### config.mk
export PLATFORM = sky130hd
export DESIGN_NAME = operand_issue
export DESIGN_NICKNAME = d
export VERILOG_FILES = /design/src/rtl/operand_issue.sv
export SDC_FILE = /design/constraint.sdc
export NUM_CORES = 2
export LEC_CHECK = 0
export BUFFER_PORTS_ARGS = -buffer_cell sky130_fd_sc_hd__buf_2
export CAP_MARGIN = 10
export CORE_MARGIN = 2
export CORE_UTILIZATION = 45
export DETAILED_ROUTE_END_ITERATION = 16
export PLACE_DENSITY = 0.62
export SYNTH_ARGS = -nofsm -noshare
export SYNTH_HDL_FRONTEND = slang
export SYNTH_SLANG_ARGS = --single-unit
### constraint.sdc
create_clock -name clk -period 2.32 [get_ports clk]
set_clock_uncertainty 0.15 [all_clocks]
set_input_delay 0.116 -clock clk [delete_from_list [all_inputs] [get_ports clk]]
set_output_delay 0.116 -clock clk [all_outputs]
set_load 0.01 [all_outputs]
### src/rtl/operand_issue.sv
// Operand issue stage: register file, per-register busy scoreboard and a
// one-entry output register that presents resolved ALU operands downstream.
`ifndef DATA_WIDTH
`define DATA_WIDTH 32
`endif
`ifndef ALU_SEL_SIZE
`define ALU_SEL_SIZE 4
`endif
`ifndef ALU_NOP
`define ALU_NOP 4'd0
`endif
`ifndef ALU_ADD
`define ALU_ADD 4'd1
`endif

module operand_issue #(
  parameter int DATA_WIDTH = `DATA_WIDTH,
  parameter int NUM_REGS   = 32
) (
  input  logic                     clk,
  input  logic                     rst_n,
  input  logic                     in_valid,
  output logic                     in_ready,
  input  logic [4:0]               in_rs1,
  input  logic [4:0]               in_rs2,
  input  logic [4:0]               in_rd,
  input  logic [DATA_WIDTH-1:0]    in_imm,
  input  logic                     in_use_imm,
  input  logic                     in_we,
  input  logic [`ALU_SEL_SIZE-1:0] in_alu_sel,
  input  logic                     wb_en,
  input  logic [4:0]               wb_rd,
  input  logic [DATA_WIDTH-1:0]    wb_data,
  input  logic                     flush,
  output logic                     out_valid,
  input  logic                     out_ready,
  output logic [DATA_WIDTH-1:0]    out_a,
  output logic [DATA_WIDTH-1:0]    out_b,
  output logic [`ALU_SEL_SIZE-1:0] out_alu_sel,
  output logic [4:0]               out_rd,
  output logic                     out_we
);

  logic [NUM_REGS-1:0][DATA_WIDTH-1:0] rf_q, rf_d;
  logic [NUM_REGS-1:0]                 busy_q, busy_d;

  logic                     out_valid_q, out_valid_d;
  logic [DATA_WIDTH-1:0]    out_a_q, out_a_d;
  logic [DATA_WIDTH-1:0]    out_b_q, out_b_d;
  logic [`ALU_SEL_SIZE-1:0] out_alu_sel_q, out_alu_sel_d;
  logic [4:0]               out_rd_q, out_rd_d;
  logic                     out_we_q, out_we_d;

  logic                  rs1_wait, rs2_wait, rd_wait, hazard, accept;
  logic                  busy_set, flush_clr;
  logic [DATA_WIDTH-1:0] rs1_val, rs2_val;

  // A register whose writeback arrives this cycle is no longer a hazard.
  assign rs1_wait = (in_rs1 != 5'd0) && busy_q[in_rs1] && !(wb_en && wb_rd == in_rs1);
  assign rs2_wait = !in_use_imm && (in_rs2 != 5'd0) && busy_q[in_rs2]
                    && !(wb_en && wb_rd == in_rs2);
  assign rd_wait  = in_we && (in_rd != 5'd0) && busy_q[in_rd] && !(wb_en && wb_rd == in_rd);
  assign hazard   = rs1_wait || rs2_wait || rd_wait;

  assign in_ready = !flush && !hazard && (!out_valid_q || out_ready);
  assign accept   = in_valid && in_ready;

  assign busy_set  = accept && in_we && (in_rd != 5'd0);
  assign flush_clr = flush && out_valid_q && out_we_q && (out_rd_q != 5'd0);

  always_comb begin
    rs1_val = '0;
    if (in_rs1 != 5'd0) rs1_val = (wb_en && wb_rd == in_rs1) ? wb_data : rf_q[in_rs1];
  end

  always_comb begin
    rs2_val = '0;
    if (in_rs2 != 5'd0) rs2_val = (wb_en && wb_rd == in_rs2) ? wb_data : rf_q[in_rs2];
  end

  for (genvar gi = 0; gi < NUM_REGS; gi++) begin : g_reg
    if (gi == 0) begin : g_zero
      assign rf_d[gi]   = '0;
      assign busy_d[gi] = 1'b0;
    end else begin : g_arch
      always_comb begin
        rf_d[gi] = rf_q[gi];
        if (wb_en && wb_rd == 5'(gi)) rf_d[gi] = wb_data;
      end
      // Setting from a new issue takes priority over any clear in the same cycle.
      always_comb begin
        busy_d[gi] = busy_q[gi];
        if ((wb_en && wb_rd == 5'(gi)) || (flush_clr && out_rd_q == 5'(gi)))
          busy_d[gi] = 1'b0;
        if (busy_set && in_rd == 5'(gi))
          busy_d[gi] = 1'b1;
      end
    end
  end

  always_comb begin
    out_valid_d   = out_valid_q;
    out_a_d       = out_a_q;
    out_b_d       = out_b_q;
    out_alu_sel_d = out_alu_sel_q;
    out_rd_d      = out_rd_q;
    out_we_d      = out_we_q;
    if (flush) begin
      out_valid_d = 1'b0;
    end else if (accept) begin
      out_valid_d   = 1'b1;
      out_a_d       = rs1_val;
      out_b_d       = in_use_imm ? in_imm : rs2_val;
      out_alu_sel_d = in_alu_sel;
      out_rd_d      = in_rd;
      out_we_d      = in_we;
    end else if (out_ready) begin
      out_valid_d = 1'b0;
    end
  end

  always_ff @(posedge clk or negedge rst_n) begin
    if (!rst_n) begin
      rf_q          <= '0;
      busy_q        <= '0;
      out_valid_q   <= 1'b0;
      out_a_q       <= '0;
      out_b_q       <= '0;
      out_alu_sel_q <= `ALU_NOP;
      out_rd_q      <= 5'd0;
      out_we_q      <= 1'b0;
    end else begin
      rf_q          <= rf_d;
      busy_q        <= busy_d;
      out_valid_q   <= out_valid_d;
      out_a_q       <= out_a_d;
      out_b_q       <= out_b_d;
      out_alu_sel_q <= out_alu_sel_d;
      out_rd_q      <= out_rd_d;
      out_we_q      <= out_we_d;
    end
  end

  assign out_valid   = out_valid_q;
  assign out_a       = out_a_q;
  assign out_b       = out_b_q;
  assign out_alu_sel = out_alu_sel_q;
  assign out_rd      = out_rd_q;
  assign out_we      = out_we_q;

endmodule

# Yosys cells after proc, flatten, opt, wreduce, memory -nomap -nowiden
# Index checks and enable logic that the tools add are counted.
dict set report totals {
  ff_bits 1098
  output_inout_bits 76
}
dict set report op_classes {
  n_bitwise 1
  n_mux 80
  n_eq_ne 96
  n_reduce_logical 190
  n_lt_le_gt_ge 3
}
# op count
set op_table {}
lappend op_table {{$bmux 32 s5} 2}
lappend op_table {{$eq 5x5->1 const B} 48}
lappend op_table {{$mux 32} 7}
lappend op_table {{$eq 5x4->1 const B} 24}
lappend op_table {{$logic_and 1x1->1} 112}
lappend op_table {{$mux 1} 68}
lappend op_table {{$reduce_bool 2->1} 31}
lappend op_table {{$eq 5x3->1 const B} 12}
lappend op_table {{$logic_or 1x1->1} 34}
lappend op_table {{$eq 5x2->1 const B} 6}
lappend op_table {{$reduce_bool 5->1} 4}
lappend op_table {{$lt 5x6->1 const B} 3}
lappend op_table {{$bmux 1 s5} 3}
lappend op_table {{$eq 5x1->1 const B} 3}
lappend op_table {{$eq 5x5->1} 3}
lappend op_table {{$logic_not 1->1} 7}
lappend op_table {{$reduce_bool 3->1} 1}
lappend op_table {{$reduce_and 2->1} 1}
lappend op_table {{$not 1->1} 1}

# Longest topological paths before layout
dict set report depth {
  depth_word 14
  depth_mapped 11
  ltp_nobuf 6
}

# Least setup slack after synthesis
# Ideal clock, no wire load.
dict set report synth_path {
  kind {input-to-reg}
  start {in in_rs1[0]}
  end {reg out_a_q[16], in the netlist out_a[16]}
  path_stages 8
  t_arrival_ns 2.420
  setup_slack_ns -0.374
  required_ns 2.045
  setup_ns 0.125
  cell_sequence {buf_6 buf_6 buf_1 mux4_2 mux4_2 a22oi_1 a21oi_1 mux2_2}
}
dict set report synth_between {
  elab_chain_len 11
}
# item line
set synth_rtl {}
lappend synth_rtl {{start: declaration} 24} ;# input logic [4:0] in_rs1,
lappend synth_rtl {{$bmux 1 s5 / $eq 5x5->1 (equally long branches)} {59, 73}}
lappend synth_rtl {{$mux 1 (implied by the code) / $logic_and 1x1->1 (equally long branches)} {59, 73}}
lappend synth_rtl {{$logic_and 1x1->1 / $logic_not 1->1 (equally long branches)} 59} ;# assign rs1_wait = (in_rs1 != 5'd0) && busy_q[in_rs1] && !(wb_en && wb_rd == in_rs1);
lappend synth_rtl {{$logic_and 1x1->1} 59}
lappend synth_rtl {{$logic_or 1x1->1 (2 in a row)} 63} ;# assign hazard = rs1_wait || rs2_wait || rd_wait;
lappend synth_rtl {{$logic_not 1->1} 65} ;# assign in_ready = !flush && !hazard && (!out_valid_q || out_ready);
lappend synth_rtl {{$logic_and 1x1->1 (2 in a row)} 65}
lappend synth_rtl {{$logic_and 1x1->1} 66} ;# assign accept = in_valid && in_ready;
lappend synth_rtl {{$reduce_and 2->1 (no source line)} --}
lappend synth_rtl {{end signal: assignment} 136} ;# out_a_q <= out_a_d;
lappend synth_rtl {{end: declaration} 48} ;# logic [DATA_WIDTH-1:0] out_a_q, out_a_d;
# Several ways; a longest one is shown, not always the timed one. The select of a mux whose other input is x is not followed.
# A chain may end at the register's enable or synchronous reset.

# Final worst setup path
dict set report layout_path {
  start {reg busy_q[15]}
  end {out in_ready}
}
dict set report layout_between {
  elab_chain_len 9
}
# item line
set layout_rtl {}
lappend layout_rtl {{start: declaration} 45} ;# logic [NUM_REGS-1:0] busy_q, busy_d;
lappend layout_rtl {{start signal: assignment} 134} ;# busy_q <= busy_d;
lappend layout_rtl {{$bmux 1 s5 (on tied branches)} {59, 60}}
lappend layout_rtl {{$mux 1 (on tied branches)} {59, 60}}
lappend layout_rtl {{$logic_and 1x1->1 (on tied branches)} {59, 60}}
lappend layout_rtl {{$logic_and 1x1->1 (on tied branches)} {59, 61}}
lappend layout_rtl {{$logic_or 1x1->1} 63}
lappend layout_rtl {{$logic_or 1x1->1 (*)} 63}
lappend layout_rtl {{$logic_not 1->1 (*)} 65}
lappend layout_rtl {{$logic_and 1x1->1 (*) (2 in a row)} 65}
lappend layout_rtl {{end: declaration} 23} ;# output logic in_ready,
# Mark *: on every way between the ends. The rest lies on a longest branch, timed or not. The select of a mux whose other input is x is not followed.

==> results.json <==
{
  "crit_type": "flop to primary output",
  "min_period_over_period": 1.37,
  "cts.clk_slew.worst_paths_ns": 0.06,
  "area_delta_synth_final_pct": 21.7,
  "fp-row-count": 132,
  "die_h_um": 365,
  "maxCapViolCount": 0,
  "grt_setup_unrepaired": "yes",
  "synth_edf_count": 0,
  "portBuffers": 171,
  "path_max_fanout": 3,
  "avgViaCountPerCell": 6.39,
  "cp-end-kind": "primary output",
  "min_path_type": "input port to flop",
  "h-tree-depth": 3,
  "fmax_ghz": 0.314,
  "finalWirelength_um": 193000,
  "nNetsFinal": 4509,
  "layout_commonest_cell": "dfrtp_1",
  "postRouteAntennaNets": 0,
  "synth.distinct_cells": 51,
  "gp_congestion": 0.902,
  "leakagePower_nw": 31.2,
  "dieArea_um2": 134000,
  "die_w_um": 365,
  "syn_avg_cell_area_um2": 14.8,
  "cts.path.max_buffers": 3,
  "ys_ff_latch": 1098,
  "cts-root-buf": "clkbuf_16",
  "vias": 39995,
  "synthFlopType": "dfrtp_1",
  "synth_area_um2": 58800,
  "slew-limit-headroom": 0.292,
  "grt_overflow": 0,
  "drv_slew": 0,
  "drt-initial-drc-count": 3872,
  "hpwl_um": 124000,
  "start_util": 0.454,
  "violations": "setup timing",
  "power_frac_comb": 0.227,
  "ys_seq_area_frac": 0.467,
  "dp_slack_ns": -0.422,
  "ys_async_sr_fraction": 1.00,
  "seq_power_share": 0.436,
  "tightest_slew_ns": 1.06,
  "setup_violations": 107,
  "status": "complete, but fails checks",
  "clkPwrFrac": 0.337,
  "power_mw": 59.3,
  "insertion_delay_ns": 0.77,
  "internal-power_mw": 42.9,
  "switching_share": 0.277,
  "coreArea_um2": 130000,
  "synth_fp_nets": 4068,
  "cp-start-kind": "flop",
  "p_sw_mw": 16.4,
  "dp.cells": 5923,
  "first_global_vias": 40904,
  "num_io_pins": 172,
  "drive_above_1_share": 0.574,
  "ir_worst_vdd_v": 0.000647,
  "wire_per_inst_um": 30.8,
  "clock_sink_count": 1098,
  "ys_warn_count": 0,
  "postSynthCellCount": 3972,
  "drt-pass1-iter-count": 6,
  "cts_inserted_buffers": 120,
  "setup_slack_ns": -0.869,
  "crit_required_ns": 2.05,
  "fin_crit_ns": 3.19,
  "hold_viol": 0,
  "final_cells": 6260,
  "fill_cells": 10311,
  "cts_tree": "built",
  "grt_max_degree": 117,
  "pwr_density_cell_nw_per_um2": 829,
  "drc_errors": 0,
  "layout_common_cells": "dfrtp_1, mux2_2, mux4_2",
  "grt_usage": 0.292,
  "grt_pass1_wl_um": 284000,
  "antenna_found_initial": 4,
  "cp.arrival_ns": 2.92
}
-- critical path, cell delays in order (launching register included) --
cell and delay [ns]:
dfrtp_1 0.40, mux4_2 0.47, mux2_4 0.29, a221oi_4 0.28
or4_4 0.19, buf_6 0.09, nand2_4 0.04, nor4bb_1 0.22
buf_2 0.18
-- repair_timing --
action / in CTS / in global routing
resized for setup: 77 / 14
endpoints found under the hold margin: 2152 / 0
setup endpoints to repair: 107 / 123
setup buffers: 11 / 2
cloned: 14 / 0
pin swaps: 23 / 8
hold buffers: 86 / 0
-- power by group through the flow --
stage,combinational (mW),sequential (mW),clock [mW]
floorplan,9.13,25.3,0
global placement,12.8,25.9,0
detailed placement,13.0,26.1,0
CTS,13.4,25.7,20.3
global route,14.4,26.3,21.1
finish,13.5,25.9,20.0
-- Yosys cell counts (14+ instances only) --
cell,number,area [µm²]
mux2_2,1100,12400
dfrtp_1,1098,27500
mux4_2,540,12200
clkbuf_1,284,1070
nand2_1,188,706
nor2_1,94,353
mux2i_1,72,721
buf_2,64,320
a21oi_1,62,310
buf_1,57,214
o21ai_0,45,225
a221oi_1,39,342
o31ai_1,33,248
a222oi_1,32,320
a22oi_1,31,233
nand3_1,26,130
o2bb2ai_1,25,219
o221ai_1,18,158
nor2b_1,14,87.6
-- flip-flops by register name, indices dropped and copies added, names as in the netlist --
| register | flops |
|---|---|
| busy_q | 31 |
| out_valid | 1 |
| out_a | 32 |
| out_b | 32 |
| out_alu_sel | 4 |
| rf_q | 992 |
| out_rd | 5 |
| out_we | 1 |
-- cell families (layout without fill, tap and decap cells) --
family	after synthesis	in the layout	share of synthesized area
AOI/OAI and AO/OA	320	320	0.0396
buffers and inverters	440	982	0.0313
muxes	1719	1719	0.431
and+or+nand+nor	380	380	0.0281
other	0	4	0
DFF	1098	1098	0.467
xor gates and xnor gates	15	15	0.00223
-- worst paths after layout --
path / from / to / slack, ns / cells after the start
worst max-delay path: busy_q[15]$_DFFE_PN0P_ / in_ready / -0.87 / 8
worst min-delay path: in_valid / busy_q[6]$_DFFE_PN0P_ / 0.02 / 6
worst max register to register: busy_q[15]$_DFFE_PN0P_ / out_rd[1]$_DFFE_PN0P_ / -0.63 / 11
worst min register to register: out_b[28]$_DFFE_PN0P_ / out_b[28]$_DFFE_PN0P_ / 0.35 / 1
max in group asynchronous: rst_n / rf_q[858]$_DFFE_PN0P_ / 0.65 / 4
min in group asynchronous: rst_n / rf_q[861]$_DFFE_PN0P_ / 0.31 / 3
-- layout make-up --
class / instances / area [µm²] / share of cell area
clock inverters: 47 / 589 / 0.00823
diodes: 4 / 10.0 / 0.000140
well taps: 1742 / 2180 / 0.0304
flip-flops and latches: 1098 / 27500 / 0.384
repair buffers: 744 / 7630 / 0.107
clock buffers: 176 / 3530 / 0.0494
inverters: 15 / 62.6 / 0.000874
multi-input cells: 2434 / 30100 / 0.421
-- through the flow --
stage	hold WS (ns)	utilization	area [µm²]	setup TNS, ns
after floorplan	-0.330	-	59400	-6.38
after global placement	-0.0449	0.506	65600	-34.40
after detailed placement	-0.0441	0.506	65600	-36.95
after CTS	0.00246	0.551	71500	-57.75
after global routing	0.0174	0.552	71600	-64.77
final	0.0230	0.552	71600	-55.39
-- metal layers --
metal,vias up,global-route usage,share of wire
li1,16297,-,-
met1,21678,0.415,0.42
met2,1699,0.449,0.46
met3,319,0.0636,0.085
met4,2,0.0941,0.032
met5,-,0,0.000067
(Power assumes the default switching activity.)
